--- src/rtl/dmem_pkg.sv ---
// rtl/dmem_pkg.sv - shared types, defaults and helpers for the data-memory responder
package dmem_pkg;

    localparam int DMEM_DEPTH_DEFAULT   = 32;
    localparam int DMEM_LATENCY_DEFAULT = 3;
    localparam int CNT_W                = 4;

    typedef enum logic [1:0] {
        ST_IDLE = 2'd0,
        ST_WAIT = 2'd1,
        ST_RESP = 2'd2
    } dmem_state_e;

    // A byte address is illegal when it is not word aligned or lies past the last word.
    function automatic logic addr_error(input logic [31:0] addr, input int unsigned depth);
        return (addr[1:0] != 2'b00) || (addr >= 32'(4 * depth));
    endfunction

endpackage

--- src/rtl/dmem_array.sv ---
// rtl/dmem_array.sv - word storage, sync write / async read, byte strobes under DMEM_BYTE_STROBE_EN
module dmem_array #(
    parameter int DEPTH = 32,
    parameter int AW    = $clog2(DEPTH)
) (
    input  logic          clk_i,
    input  logic          we,
    input  logic [AW-1:0] addr,
    input  logic [31:0]   wdata,
`ifdef DMEM_BYTE_STROBE_EN
    input  logic [3:0]    be,
`endif
    output logic [31:0]   rdata
);

    // Contents are deliberately left unreset so the array maps onto plain RAM.
    logic [31:0] mem [DEPTH];

`ifdef DMEM_BYTE_STROBE_EN
    // Update only the lanes whose strobe is set; an all-zero strobe writes nothing.
    always_ff @(posedge clk_i) begin
        if (we) begin
            for (int b = 0; b < 4; b++) begin
                if (be[b]) begin
                    mem[addr][8*b +: 8] <= wdata[8*b +: 8];
                end
            end
        end
    end
`else
    // Full-word write.
    always_ff @(posedge clk_i) begin
        if (we) begin
            mem[addr] <= wdata;
        end
    end
`endif

    assign rdata = mem[addr];

endmodule

--- src/rtl/dmem_responder.sv ---
// rtl/dmem_responder.sv - fixed-latency data-memory responder (byte strobes with DMEM_BYTE_STROBE_EN)
module dmem_responder
    import dmem_pkg::*;
#(
    parameter int DEPTH   = DMEM_DEPTH_DEFAULT,
    parameter int LATENCY = DMEM_LATENCY_DEFAULT
) (
    input  logic        clk_i,
    input  logic        rst_i,
    input  logic        req_i,
    input  logic        we_i,
    input  logic [31:0] addr_i,
    input  logic [31:0] wdata_i,
`ifdef DMEM_BYTE_STROBE_EN
    input  logic [3:0]  be_i,
`endif
    output logic        ack_o,
    output logic [31:0] rdata_o,
    output logic        err_o,
    output logic        stall_o
);

    localparam int AW = $clog2(DEPTH);

    dmem_state_e      state_q, state_d;
    logic [CNT_W-1:0] cnt_q;
    logic             we_q;
    logic [31:0]      addr_q;
    logic [31:0]      wdata_q;
`ifdef DMEM_BYTE_STROBE_EN
    logic [3:0]       be_q;
`endif
    logic [31:0]      rdata_q;

    logic             accept;
    logic             enter_resp;
    logic             sel_we;
    logic [31:0]      sel_addr;
    logic             mem_we;
    logic [31:0]      mem_rdata;

    assign accept = (state_q == ST_IDLE) && req_i;

    // With LATENCY=1 the response is entered straight from IDLE, before the
    // request registers hold the new fields, so reads look at the live inputs then.
    assign sel_we   = accept ? we_i   : we_q;
    assign sel_addr = accept ? addr_i : addr_q;

    assign enter_resp = (state_d == ST_RESP) && (state_q != ST_RESP);
    assign mem_we     = (state_q == ST_RESP) && we_q && !addr_error(addr_q, DEPTH);

    dmem_array #(
        .DEPTH (DEPTH),
        .AW    (AW)
    ) u_array (
        .clk_i (clk_i),
        .we    (mem_we),
        .addr  (sel_addr[2 +: AW]),
        .wdata (wdata_q),
`ifdef DMEM_BYTE_STROBE_EN
        .be    (be_q),
`endif
        .rdata (mem_rdata)
    );

    // State register.
    always_ff @(posedge clk_i or negedge rst_i) begin
        if (!rst_i) begin
            state_q <= ST_IDLE;
        end else begin
            state_q <= state_d;
        end
    end

    // Next-state: accept in IDLE, count down in WAIT, one RESP cycle then back to IDLE.
    always_comb begin
        state_d = state_q;
        case (state_q)
            ST_IDLE: begin
                if (req_i) begin
                    state_d = (LATENCY == 1) ? ST_RESP : ST_WAIT;
                end
            end
            ST_WAIT: begin
                if (cnt_q == CNT_W'(1)) begin
                    state_d = ST_RESP;
                end
            end
            ST_RESP: state_d = ST_IDLE;
            default: state_d = ST_IDLE;
        endcase
    end

    // Latch the request on acceptance and run the latency down-counter.
    always_ff @(posedge clk_i or negedge rst_i) begin
        if (!rst_i) begin
            cnt_q   <= '0;
            we_q    <= 1'b0;
            addr_q  <= '0;
            wdata_q <= '0;
`ifdef DMEM_BYTE_STROBE_EN
            be_q    <= '0;
`endif
        end else if (accept) begin
            cnt_q   <= CNT_W'(LATENCY - 1);
            we_q    <= we_i;
            addr_q  <= addr_i;
            wdata_q <= wdata_i;
`ifdef DMEM_BYTE_STROBE_EN
            be_q    <= be_i;
`endif
        end else if (state_q == ST_WAIT) begin
            cnt_q <= cnt_q - CNT_W'(1);
        end
    end

    // Capture read data on entry to RESP; writes and errors return zero, value holds otherwise.
    always_ff @(posedge clk_i or negedge rst_i) begin
        if (!rst_i) begin
            rdata_q <= '0;
        end else if (enter_resp) begin
            rdata_q <= (sel_we || addr_error(sel_addr, DEPTH)) ? '0 : mem_rdata;
        end
    end

    // Outputs decoded from the current state.
    always_comb begin
        ack_o   = (state_q == ST_RESP);
        err_o   = (state_q == ST_RESP) && addr_error(addr_q, DEPTH);
        stall_o = req_i && (state_q != ST_RESP);
        rdata_o = rdata_q;
    end

endmodule

--- config.mk ---
export PLATFORM = sky130hd
export DESIGN_NAME = dmem_responder
export DESIGN_NICKNAME = d
export VERILOG_FILES = /design/src/rtl/dmem_pkg.sv /design/src/rtl/dmem_array.sv /design/src/rtl/dmem_responder.sv
export SDC_FILE = /design/constraint.sdc
export NUM_CORES = 1
export LEC_CHECK = 0
export CAP_MARGIN = 20
export CORE_UTILIZATION = 40
export DETAILED_ROUTE_END_ITERATION = 7
export PLACE_DENSITY = 0.65
export SETUP_SLACK_MARGIN = 0.02
export SLEW_MARGIN = 15
export SYNTH_ARGS = -nofsm -noshare
export SYNTH_HDL_FRONTEND = slang
export SYNTH_SLANG_ARGS = --single-unit
--- constraint.sdc ---
create_clock -name clk_i -period 3.7 [get_ports clk_i]
set_clock_uncertainty 0.05 [all_clocks]
set_input_delay 0.74 -clock clk_i [delete_from_list [all_inputs] [get_ports clk_i]]
set_output_delay 0.74 -clock clk_i [all_outputs]
set_load 0.02 [all_outputs]
### Word-level counts from Yosys, hierarchy flattened

Memory sizes are Yosys's and may differ from the RTL's.
Index checks and enable logic that the tools add are counted.

* bits of input ports: 68
* memories: 1
* output and inout port bits: 35
* bits in writable memories: 1024
* register bits: 103

* mux-type cells: 10
* magnitude comparators: 2
* equality and inequality tests: 5
* add/sub/neg operators: 1
* reduce and logical (&&, ||, !) cells: 14

Memory list
* u_array.mem: depth 32, width 32, read ports 1, clocked after Yosys merged registers in 0, write ports 1, RTL line dmem_array.sv:17 `logic [31:0] mem [DEPTH];`

Operators by type and width (count)
* $ge 32x8->1 const B: 2
* $mux 32: 2
* $mux 4: 2
* $logic_and 1x1->1: 6
* $reduce_bool 2->1: 3
* $eq 2x2->1 const B: 2
* $eq 4x1->1 const B: 1
* $mux 2: 2
* $pmux 2 s2: 1
* $sub 4x1->4 const B: 1
* $logic_or 1x1->1: 3
* $mux 1: 3
* $eq 2x1->1 const B: 1
* $logic_not 2->1: 1
* $ne 2x2->1 const B: 1
* $logic_not 1->1: 1

### Depth between registers and ports, before layout

* depth after elaboration: 7
* mapped depth: 11
* gate-level depth less buffers: 9

### Modules after synthesis

From an unflattened synthesis, not the netlist that was laid out.

* cell total of the unflattened synthesis: 2326
* area total of the unflattened synthesis: 43053.8 sq um

By module, submodules not included
* dmem_array: times used 1, area an instance 39101.3 sq um, sequential area each 30749.5 sq um, cells an instance 2075
* dmem_responder: times used 1, area an instance 3952.5 sq um, sequential area each 2577.5 sq um, cells an instance 251

### Least setup slack after synthesis

No wires, ideal clock.

* path kind: input-to-reg
* start point: input port req_i
* end point: memory u_array.mem[11][0], enable pin
* data required time: 3229 ps
* setup time: 421 ps
* arrival: 3717 ps
* stages on the path: 8
* buffers on the path: 3
* slack: -488 ps
* path through: or3b_1 buf_6 mux2i_4 inv_2 clkbuf_1 clkbuf_1 nand2_1 nor2_1

* cells in the longest elaborated chain, start to end: 2

Ends and longest elaborated chain
* from (decl): RTL line dmem_responder.sv:10 `input logic req_i,`
* $logic_and 1x1->1: RTL line dmem_responder.sv:42 `assign accept = (state_q == ST_IDLE) && req_i;`
* $mux 32
* via sel_addr[2]: RTL line dmem_responder.sv:38 `logic [31:0] sel_addr;`
* to (decl): RTL line dmem_array.sv:17

The timed path passes the listed nets, and every way through them passes these cells.

### Final worst setup path

* start point: register addr_q[22]
* end point: output port err_o

* cells in the longest elaborated chain, start to end: 3

Ends and longest elaborated chain
* from (decl): RTL line dmem_responder.sv:28 `logic [31:0] addr_q;`
* from (signal assigned): RTL line dmem_responder.sv:107 `addr_q <= addr_i;`
* $ge 32x8->1: RTL line dmem_pkg.sv:16 `return (addr[1:0] != 2'b00) || (addr >= 32'(4 * depth));`
* $logic_or 1x1->1: RTL line dmem_pkg.sv:16
* $logic_and 1x1->1: RTL line dmem_responder.sv:129 `err_o = (state_q == ST_RESP) && addr_error(addr_q, DEPTH);`
* to (decl): RTL line dmem_responder.sv:19 `output logic err_o,`

No other way between the ends.

==> results.ini <==
[yosys]
seq_area_frac_synth=0.738
synth.most_common_cell=edfxtp_1
synth_common_cells=edfxtp_1 (1024), nand2_1 (444), mux2i_1 (383), a211oi_1 (261), inv_1 (135)
syn_inst=2988
synth_top_area_cell=edfxtp_1
syn-mean-instance-area_sq_um=15.1
yosysTopAreaCellShare=0.681
synthArstFlopShare=0.0914
synth_edf_count=1024
ys_types=50
yosysWarnings=0
ys_ff_latch=1127
synth_fp_nets=3058
syn_area_sq_mm=0.0451
synth_top_flop_cell=edfxtp_1
yosys-top-cells-area=edfxtp_1 (68%), mux2i_1 (8.5%), dfrtp_1 (5.7%)

[final_layout]
synthToLayoutAreaGrowth_pct=21.5
drive_gt1_frac=0.158
n_fill_cell=9202
postLayoutCellArea_sq_mm=0.0549
stdcell_count=4875
ff_latch_area_sq_mm=0.0333
multi_input_area_sq_mm=0.0108
fin_nets=3361

[clocking]
cts_buffers=109
cts_resized=0
cts_tree=done
root_buffer=clkbuf_16
cts_sinks=1127
cts.clk_slew.worst_paths_ps=60
postCtsHoldBufs=0
clockBufferDepth=3
htree_levels=3
insertion_delay_ps=700
cts_setup_buffers=0

[setup_path]
path_buf_inv=1
required_ps=2910
cp_cell_sequence=nor4_1 -> nand4_1 -> nor3_2 -> nor2b_1 -> clkdlybuf4s50_1
startpoint_type=flip-flop
r2r-start=state_q[0]
crit_slowest_cell=clkdlybuf4s50_1
critical_path_class=flip-flop to primary output
cp_max_fo=3
critical_path.startpoint=addr_q[22]
critical_path.top_delay_family=simple AND/OR/NAND/NOR gates
max_stage_delay_ps=550
endpoint_kind=primary output
arrival_ps=2650

[power]
finalPower_mw=40.7
ir_drop_mv=0.567
power_density_mw_per_mm2=742
p_leak_nw=19.3

[timing]
setup_viol=0
fmax_mhz=290
tightestPinTransition_ps=1130
hold_ws_ps=34.7
layout_min_cycle_time_ps=3440
slew_viol_final=0
hold_viol_final=0
relSlewSlack=0.249
min_period_over_period=0.931
rsz0062_at_grt=no

[routing]
wirelength_um=129000
antenna_left=0
detail_route.first_pass.iterations=6
wl_per_cell_um=26.5
vias=27800
drt_iter0_drc=3094
drc=0
via_per_inst=5.70

[floorplanning]
core-area_sq_mm=0.111
fp.dieH_um=338
dieArea_sq_mm=0.114
start_util=0.406
die_width_um=338
placementRows=122
io_pins=103

[run_status]
status=finished clean

[place]
postPlaceCellArea_sq_mm=0.0509
placed_cells=4658
dp_hpwl_um=80800
portBuffers=102
gp_congestion=0.872

[job]
drv_cap=0

[grt]
grt_pass1_vias=26700
grt_max_degree=90
grt_usage=0.226
antenna_found_initial=1
overflow=0
grt_pass1_wl_um=185000

[worst_hold_path]
min_path_type=primary input to async pin

## where the power goes
group / switching (mW) / total, mW / leakage [nW] / internal (mW)
sequential: 1.56 / 17.5 / 10.6 / 15.9
clock: 4.74 / 11.4 / 1.80 / 6.64
combinational: 7.11 / 11.8 / 6.86 / 4.74
total: 13.4 / 40.7 / 19.3 / 27.3
## final cells by class
type / instances / share of cell area
Antenna cell: 1 / 0.0000456
Clock buffer: 138 / 0.0539
Clock inverter: 68 / 0.0135
Inverter: 137 / 0.00953
Multi-Input combinational cell: 1534 / 0.197
Sequential cell: 1127 / 0.608
Tap cell: 1488 / 0.0339
Timing Repair Buffer: 382 / 0.0849
## kinds of logic (layout without fill, tap and decap cells)
logic type	after synthesis	in the layout	share of synthesized area
flops	1127	1127	0.738
simple gates	621	621	0.0575
compound gates	519	519	0.0865
mux	392	392	0.0874
buf+inv	327	725	0.0297
fa+ha+maj	2	2	0.000554
other cells	0	1	0
## layout by cell type, fill, tap and decap left out, types with 66 or more instances in the layout
master / netlist / layout
clkdlybuf4s50_1: 0 / 101
a211oi_1: 261 / 261
edfxtp_1: 1024 / 1024
dfrtp_1: 103 / 100
inv_1: 135 / 135
nand2_1: 444 / 443
buf_12: 0 / 111
clkbuf_16: 0 / 110
o21ai_0: 66 / 66
buf_4: 1 / 158
mux2i_1: 383 / 380
## final timing paths
check	slack, ps	endpoint	cells past startpoint
setup / recovery	260	err_o	5
min in group clk_i	430	addr_q[7]	2
hold reg to reg	430	addr_q[7]	2
setup reg to reg	550	rdata_o[7]	9
max in group asynchronous	2790	wdata_q[23]	2
hold / removal	30	wdata_q[13]	1
## per-layer routing
metal	global-route usage	vias up	share of wire
li1	-	12100	-
met2	0.353	1279	0.46
met5	0	-	0
met3	0.0436	218	0.087
met1	0.320	14200	0.43
met4	0.0657	0	0.028
## metrics by stage
| step | utilization | worst slack, ps | setup TNS, ps |
|---|---|---|---|
| 6_report | 0.493 | 256 | 0 |
| 3_3_place_gp | 0.458 | -109 | -2170 |
| 5_1_grt | 0.493 | 130 | 0 |
| 3_5_place_dp | 0.458 | -103 | -3380 |
| 4_1_cts | 0.491 | 31.1 | 0 |
| 2_1_floorplan | - | -488 | -441850 |
## sequential cells by signal (all words and copies together) (netlist names)
| register | flops |
|---|---|
| addr_q | 32 |
| state_q | 2 |
| wdata_q | 32 |
| u_array.mem | 1024 |
| rdata_o | 32 |
| we_q | 1 |
| cnt_q | 4 |
(Power assumes the default switching activity.)
